### src/rtl/cmd_stream_pkg.sv
// Shared types and constants for the command-stream register controller:
// FSM states, header field positions and the per-register beat-count table.
package cmd_stream_pkg;

  typedef enum logic [2:0] {
    IDLE,
    RD_SNAP,
    RD_SEND,
    WR_DATA,
    COMMIT
  } state_e;

  // Header fields are located relative to the MSB of the command word.
  localparam int HDR_DIR_FROM_MSB = 0;
  localparam int HDR_SEL_FROM_MSB = 1;

  function automatic int unsigned beat_count(input int unsigned sel);
    case (sel)
      0, 1, 2, 4, 8, 9: return 4;
      5, 6:             return 8;
      12, 13, 14:       return 5;
      default:          return 1;
    endcase
  endfunction

endpackage

### src/rtl/cmd_stream_controller.sv
// Moves register contents between a narrow valid/ready command/response stream
// and a wide datapath register bank; writes commit atomically, reads use a snapshot.
module cmd_stream_controller
  import cmd_stream_pkg::*;
#(
  parameter int WORD_W   = 32,
  parameter int BUS_W    = 256,
  parameter int NUM_REGS = 16,
  parameter int SEL_W    = 4
) (
  input  logic                clock,
  input  logic                reset,
  input  logic                cmd_valid,
  output logic                cmd_ready,
  input  logic [WORD_W-1:0]   cmd_data,
  output logic                rsp_valid,
  input  logic                rsp_ready,
  output logic [WORD_W-1:0]   rsp_data,
  output logic                rsp_last,
  output logic [SEL_W-1:0]    select_read,
  output logic [NUM_REGS-1:0] write_enable,
  output logic [BUS_W-1:0]    write_bus,
  input  logic [BUS_W-1:0]    data_out
);

  localparam int BEATS = BUS_W / WORD_W;
  localparam int CNT_W = $clog2(BEATS) + 1;

  state_e              state_q, state_d;
  logic [CNT_W-1:0]    cnt_q, cnt_d;
  logic [CNT_W-1:0]    beats_q, beats_d;
  logic [BUS_W-1:0]    snap_q, snap_d;
  logic                cmd_ready_q, cmd_ready_d;
  logic                rsp_valid_q, rsp_valid_d;
  logic                rsp_last_q, rsp_last_d;
  logic [WORD_W-1:0]   rsp_data_q, rsp_data_d;
  logic [SEL_W-1:0]    select_read_q, select_read_d;
  logic [NUM_REGS-1:0] write_enable_q, write_enable_d;
  logic [BUS_W-1:0]    write_bus_q, write_bus_d;

  logic                cmd_fire;
  logic                rsp_fire;
  logic                hdr_dir;
  logic [SEL_W-1:0]    hdr_sel;
  logic [CNT_W-1:0]    cnt_nxt;
  int unsigned         hdr_beats;

  assign cmd_fire = cmd_valid & cmd_ready_q;
  assign rsp_fire = rsp_valid_q & rsp_ready;
  assign hdr_dir  = cmd_data[WORD_W-1-HDR_DIR_FROM_MSB];
  assign hdr_sel  = cmd_data[WORD_W-1-HDR_SEL_FROM_MSB -: SEL_W];
  assign cnt_nxt  = cnt_q + CNT_W'(1);

  always_comb begin
    hdr_beats = beat_count(32'(hdr_sel));
    if (hdr_beats > BEATS) hdr_beats = BEATS;
  end

  always_comb begin
    state_d        = state_q;
    cnt_d          = cnt_q;
    beats_d        = beats_q;
    snap_d         = snap_q;
    rsp_valid_d    = rsp_valid_q;
    rsp_last_d     = rsp_last_q;
    rsp_data_d     = rsp_data_q;
    select_read_d  = select_read_q;
    write_enable_d = '0;
    write_bus_d    = write_bus_q;

    case (state_q)
      IDLE: begin
        if (cmd_fire) begin
          select_read_d = hdr_sel;
          beats_d       = CNT_W'(hdr_beats);
          cnt_d         = '0;
          if (hdr_dir) begin
            write_bus_d = '0;
            state_d     = WR_DATA;
          end else begin
            state_d = RD_SNAP;
          end
        end
      end
      RD_SNAP: begin
        // select_read has been registered for a cycle, so data_out is settled here.
        snap_d      = data_out;
        rsp_valid_d = 1'b1;
        rsp_data_d  = data_out[WORD_W-1:0];
        rsp_last_d  = (beats_q == CNT_W'(1));
        state_d     = RD_SEND;
      end
      RD_SEND: begin
        if (rsp_fire) begin
          if (rsp_last_q) begin
            rsp_valid_d = 1'b0;
            rsp_last_d  = 1'b0;
            state_d     = IDLE;
          end else begin
            cnt_d      = cnt_nxt;
            rsp_data_d = snap_q[WORD_W*int'(cnt_nxt) +: WORD_W];
            rsp_last_d = (cnt_nxt == beats_q - CNT_W'(1));
          end
        end
      end
      WR_DATA: begin
        if (cmd_fire) begin
          write_bus_d[WORD_W*int'(cnt_q) +: WORD_W] = cmd_data;
          cnt_d = cnt_nxt;
          if (cnt_nxt == beats_q) begin
            write_enable_d = NUM_REGS'(1) << select_read_q;
            state_d        = COMMIT;
          end
        end
      end
      COMMIT: begin
        state_d = IDLE;
      end
      default: begin
        state_d = IDLE;
      end
    endcase

    // Registered ready follows the state being entered, so it always matches state_q.
    cmd_ready_d = (state_d == IDLE) || (state_d == WR_DATA);
  end

  always_ff @(posedge clock) begin
    if (reset) begin
      state_q        <= IDLE;
      cnt_q          <= '0;
      beats_q        <= '0;
      snap_q         <= '0;
      cmd_ready_q    <= 1'b0;
      rsp_valid_q    <= 1'b0;
      rsp_last_q     <= 1'b0;
      rsp_data_q     <= '0;
      select_read_q  <= '0;
      write_enable_q <= '0;
      write_bus_q    <= '0;
    end else begin
      state_q        <= state_d;
      cnt_q          <= cnt_d;
      beats_q        <= beats_d;
      snap_q         <= snap_d;
      cmd_ready_q    <= cmd_ready_d;
      rsp_valid_q    <= rsp_valid_d;
      rsp_last_q     <= rsp_last_d;
      rsp_data_q     <= rsp_data_d;
      select_read_q  <= select_read_d;
      write_enable_q <= write_enable_d;
      write_bus_q    <= write_bus_d;
    end
  end

  assign cmd_ready    = cmd_ready_q;
  assign rsp_valid    = rsp_valid_q;
  assign rsp_last     = rsp_last_q;
  assign rsp_data     = rsp_data_q;
  assign select_read  = select_read_q;
  assign write_enable = write_enable_q;
  assign write_bus    = write_bus_q;

endmodule

### config.mk
export PLATFORM = sky130hd
export DESIGN_NAME = cmd_stream_controller
export DESIGN_NICKNAME = d
export VERILOG_FILES = /design/src/rtl/cmd_stream_pkg.sv /design/src/rtl/cmd_stream_controller.sv
export SDC_FILE = /design/constraint.sdc
export NUM_CORES = 1
export LEC_CHECK = 0
export CAP_MARGIN = 20
export CORE_ASPECT_RATIO = 0.7
export CORE_UTILIZATION = 25
export CTS_CLUSTER_SIZE = 24
export DETAILED_ROUTE_END_ITERATION = 8
export MAX_ROUTING_LAYER = met4
export PLACE_DENSITY_LB_ADDON = 0.1
export SYNTH_ARGS = -nofsm -noshare
export SYNTH_HDL_FRONTEND = slang
export SYNTH_SLANG_ARGS = --single-unit
### constraint.sdc
create_clock -name clock -period 4.4 [get_ports clock]
set_clock_uncertainty 0.15 [all_clocks]
set_input_delay 0.44 -clock clock [delete_from_list [all_inputs] [get_ports clock]]
set_output_delay 0.44 -clock clock [all_outputs]
set_load 0.05 [all_outputs]
==> summary.txt <==
Status
  • Outcome: finished, final reports clean

Detailed routing
  • M1 wire length: 49,900 um
  • DR WL met2: 43,900 um
  • DR vias: 20,900
  • Highest Signal Layer: met4
  • Wire per inst: 23.7 um
  • Drt pass-1 iters: 6
  • DR vias/cell: 4.88
  • Initial drt markers: 1,708
  • Drt drc: 0
  • Routed wl met3: 5970 um
  • Post-Route WL: 102,000 um
  • Final ANT Viol Nets: 0

GRT
  • Initial antenna violation count: 11
  • First-pass GRT wire length: 144,000 um
  • Largest net degree at the start of global routing: 225
  • Number of global-route vias before repair: 20,200
  • Tot GR Track Use: 21.9%
  • GRT overflow: 0

Power
  • Reg power frac: 44.8%
  • Sw frac: 24.9%
  • Clock Power Share: 46.0%
  • P per Cell Area: 379 nW/um^2
  • Max VDD drop: 0.000294 V
  • Switch Pwr: 3.03 mW
  • Static Leak: 10.9 nW
  • P_int: 9.13 mW
  • Logic pwr share: 9.2%

Hold path
  • Hold Path Stages: 2
  • Worst min-delay path class: in -> reg

Flow run
  • Maxcap violations: 0

Timing
  • Final setup violating endpoints: 0
  • TNS Setup: 0 ps
  • Max-slew violations: 0
  • RSZ-0062 raised after global routing: no
  • Fin. Hold Viols: 0
  • Final min period: 3450 ps
  • Final worst-path cycle share: 78.5%
  • Max-slew headroom: 0.716%
  • F_max: 290 MHz
  • Worst slew pin tran: 1490 ps

Logic synthesis
  • Yosys top cell by area: dfxtp_1
  • Most frequent cell after synthesis: nand2_1
  • Top_reg_cell synth: dfxtp_1
  • Share of the synthesized area in the top cell type: 51.0%
  • Post-Syn Nets: 2,829
  • Sequential-to-total area share from yosys stat: 51.0%
  • Largest cells by area after synthesis: dfxtp_1 51%, nand2_1 14%, a21oi_1 6.7%
  • Synth Register Bits: 577
  • Syn Area/Cell: 8.95 um^2
  • Post-synth EDFFs: 0
  • Yosys warns: 0
  • Synth unique cells: 63
  • Asr flop ratio synth: 0%
  • Most frequent cells after synthesis: 835 x nand2_1, 577 x dfxtp_1, 305 x a21oi_1, 172 x clkbuf_1, 92 x mux2i_1
  • Synthesized netlist cell count: 2,531
  • Post-synthesis instance area: 22,600 um^2

Critical path
  • Peak fanout along the critical path: 41
  • R2R Setup Slk: 950 ps
  • Startpoint types: flop
  • Worst Path Arrival: 3860 ps
  • Endpoint class of the critical path: flop
  • Setup CP Type: reg -> reg
  • Critical path required time: 4810 ps
  • Worst R2R Path Depth: 7

Final layout
  • Final #Nets: 3,325
  • Share of layout cells above drive strength 1: 7.84%
  • Fillers: 9,058
  • Non-filler instance count after layout: 4,288
  • Layout area overhead: 41.5%

CTS
  • Post-CTS Setup Inserts: 0
  • CTS clk-pin slew, worst paths: 70 ps
  • Post_cts resized: 0
  • Clock tree buffer depth: 3
  • Htree depth: 2
  • CTS tree: done
  • CTS Hold Buffers Added: 0
  • Clk Tree Root Cell: clkbuf_16
  • Worst-Skew Late Latency: 640 ps
  • Total CTS buffers: 61
  • CTS Sinks: 577

Floorplan
  • Starting Density: 25.5%
  • Die height: 254 um
  • Die Span X: 362 um
  • Num ports: 603
  • Placement Rows: 91
  • Die area: 91,800 um^2
  • Core area: 88,900 um^2

Placed design
  • GPL Wtd Cong: 0.856
  • Dpl cells: 4,173
  • Port bufs: 602
  • DP HPWL: 73,400 um
metrics by stage:
stage | utilization [%] | worst slack [ps] | cell area, um^2 | power [mW] | hold slack [ps]
2_1_floorplan | - | 1160 | 22600 | 6.06 | 283
3_3_place_gp | 33.6 | 979 | 29900 | 6.67 | 290
3_5_place_dp | 33.6 | 944 | 29900 | 6.67 | 296
4_1_cts | 36.0 | 927 | 32000 | 12.3 | 15.1
5_1_grt | 36.0 | 649 | 32000 | 12.6 | 53.9
6_report | 36.0 | 947 | 32000 | 12.2 | 75.7
registers in the layout, indices dropped and copies added (netlist names):
register,count
snap_q,256
write_bus,256
rsp_data,32
write_enable,16
cnt_q,4
select_read,4
beats_q,3
state_q,3
cmd_ready,1
rsp_last,1
rsp_valid,1
layout make-up:
type	instances	area (um^2)	area share (%)
inverter	19	71.3	0.223
antenna	6	15.0	0.0469
tap	1209	1510	4.72
clock inverter	26	395	1.23
multi-input combinational	1716	10300	32.1
clock buffer	83	1730	5.40
sequential	577	11600	36.1
timing repair buffer	652	6470	20.2
kinds of logic after synthesis:
family / synth area share, %
AO/OA/AOI/OAI: 15.3
XOR/XNOR: 0.348
adder cells (fa/ha/maj): 0.332
buffers and inverters: 4.22
flip-flops: 51.0
multiplexers: 10.5
AND/OR/NAND/NOR: 18.3
metal layers:
| layer | up-vias | global-route usage, % |
|---|---|---|
| li1 | 9779 | - |
| met1 | 10400 | 32.1 |
| met2 | 659 | 31.2 |
| met3 | 122 | 3.35 |
| met4 | 0 | 5.28 |
| met5 | - | - |
final timing paths:
kind / to / start
setup reg to reg: write_bus[222] / cnt_q[1]
hold / removal: write_bus[195] / reset
setup / recovery: write_bus[222] / cnt_q[1]
hold reg to reg: write_bus[254] / write_bus[254]
worst max-delay path: stages, from the launching register on:
cell      delay (ps)
dfxtp_1          490
inv_1            140
ha_4             820
nand2b_1         350
a211o_1          350
buf_4            250
nor4_1           590
a32o_1           220
placed cells by master (no fill, tap or decap), types with 6 or more instances in the layout:
cell type / Yosys / routed
mux2i_1: 92 / 92
mux4_2: 64 / 64
nand2_1: 835 / 835
diode_2: 0 / 6
nand4_1: 45 / 45
xnor2_1: 7 / 6
clkbuf_8: 0 / 10
nor3_1: 15 / 14
clkbuf_1: 172 / 11
o2bb2ai_1: 89 / 89
clkdlybuf4s50_1: 0 / 601
o211ai_1: 6 / 6
a22o_1: 18 / 18
a32o_1: 6 / 6
a21oi_1: 305 / 301
nand2b_1: 12 / 11
buf_4: 1 / 45
inv_1: 19 / 18
o21ai_0: 7 / 7
nor2_1: 20 / 17
a31oi_1: 31 / 29
a221o_1: 32 / 32
o32ai_1: 10 / 10
clkbuf_16: 0 / 62
nor4_1: 8 / 8
bufinv_16: 0 / 10
clkinv_2: 0 / 11
dfxtp_1: 577 / 576
nand3_1: 36 / 34
o22ai_1: 15 / 15
power by group through the flow:
| stage | registers [mW] | clock network (mW) | logic [mW] |
|---|---|---|---|
| floorplan | 5.58 | 0 | 0.475 |
| detailed placement | 5.56 | 0 | 1.12 |
| global route | 5.46 | 5.93 | 1.20 |
| global placement | 5.56 | 0 | 1.11 |
| finish | 5.45 | 5.59 | 1.12 |
| CTS | 5.44 | 5.73 | 1.12 |
No activity file was read; power rests on OpenSTA's default activity.
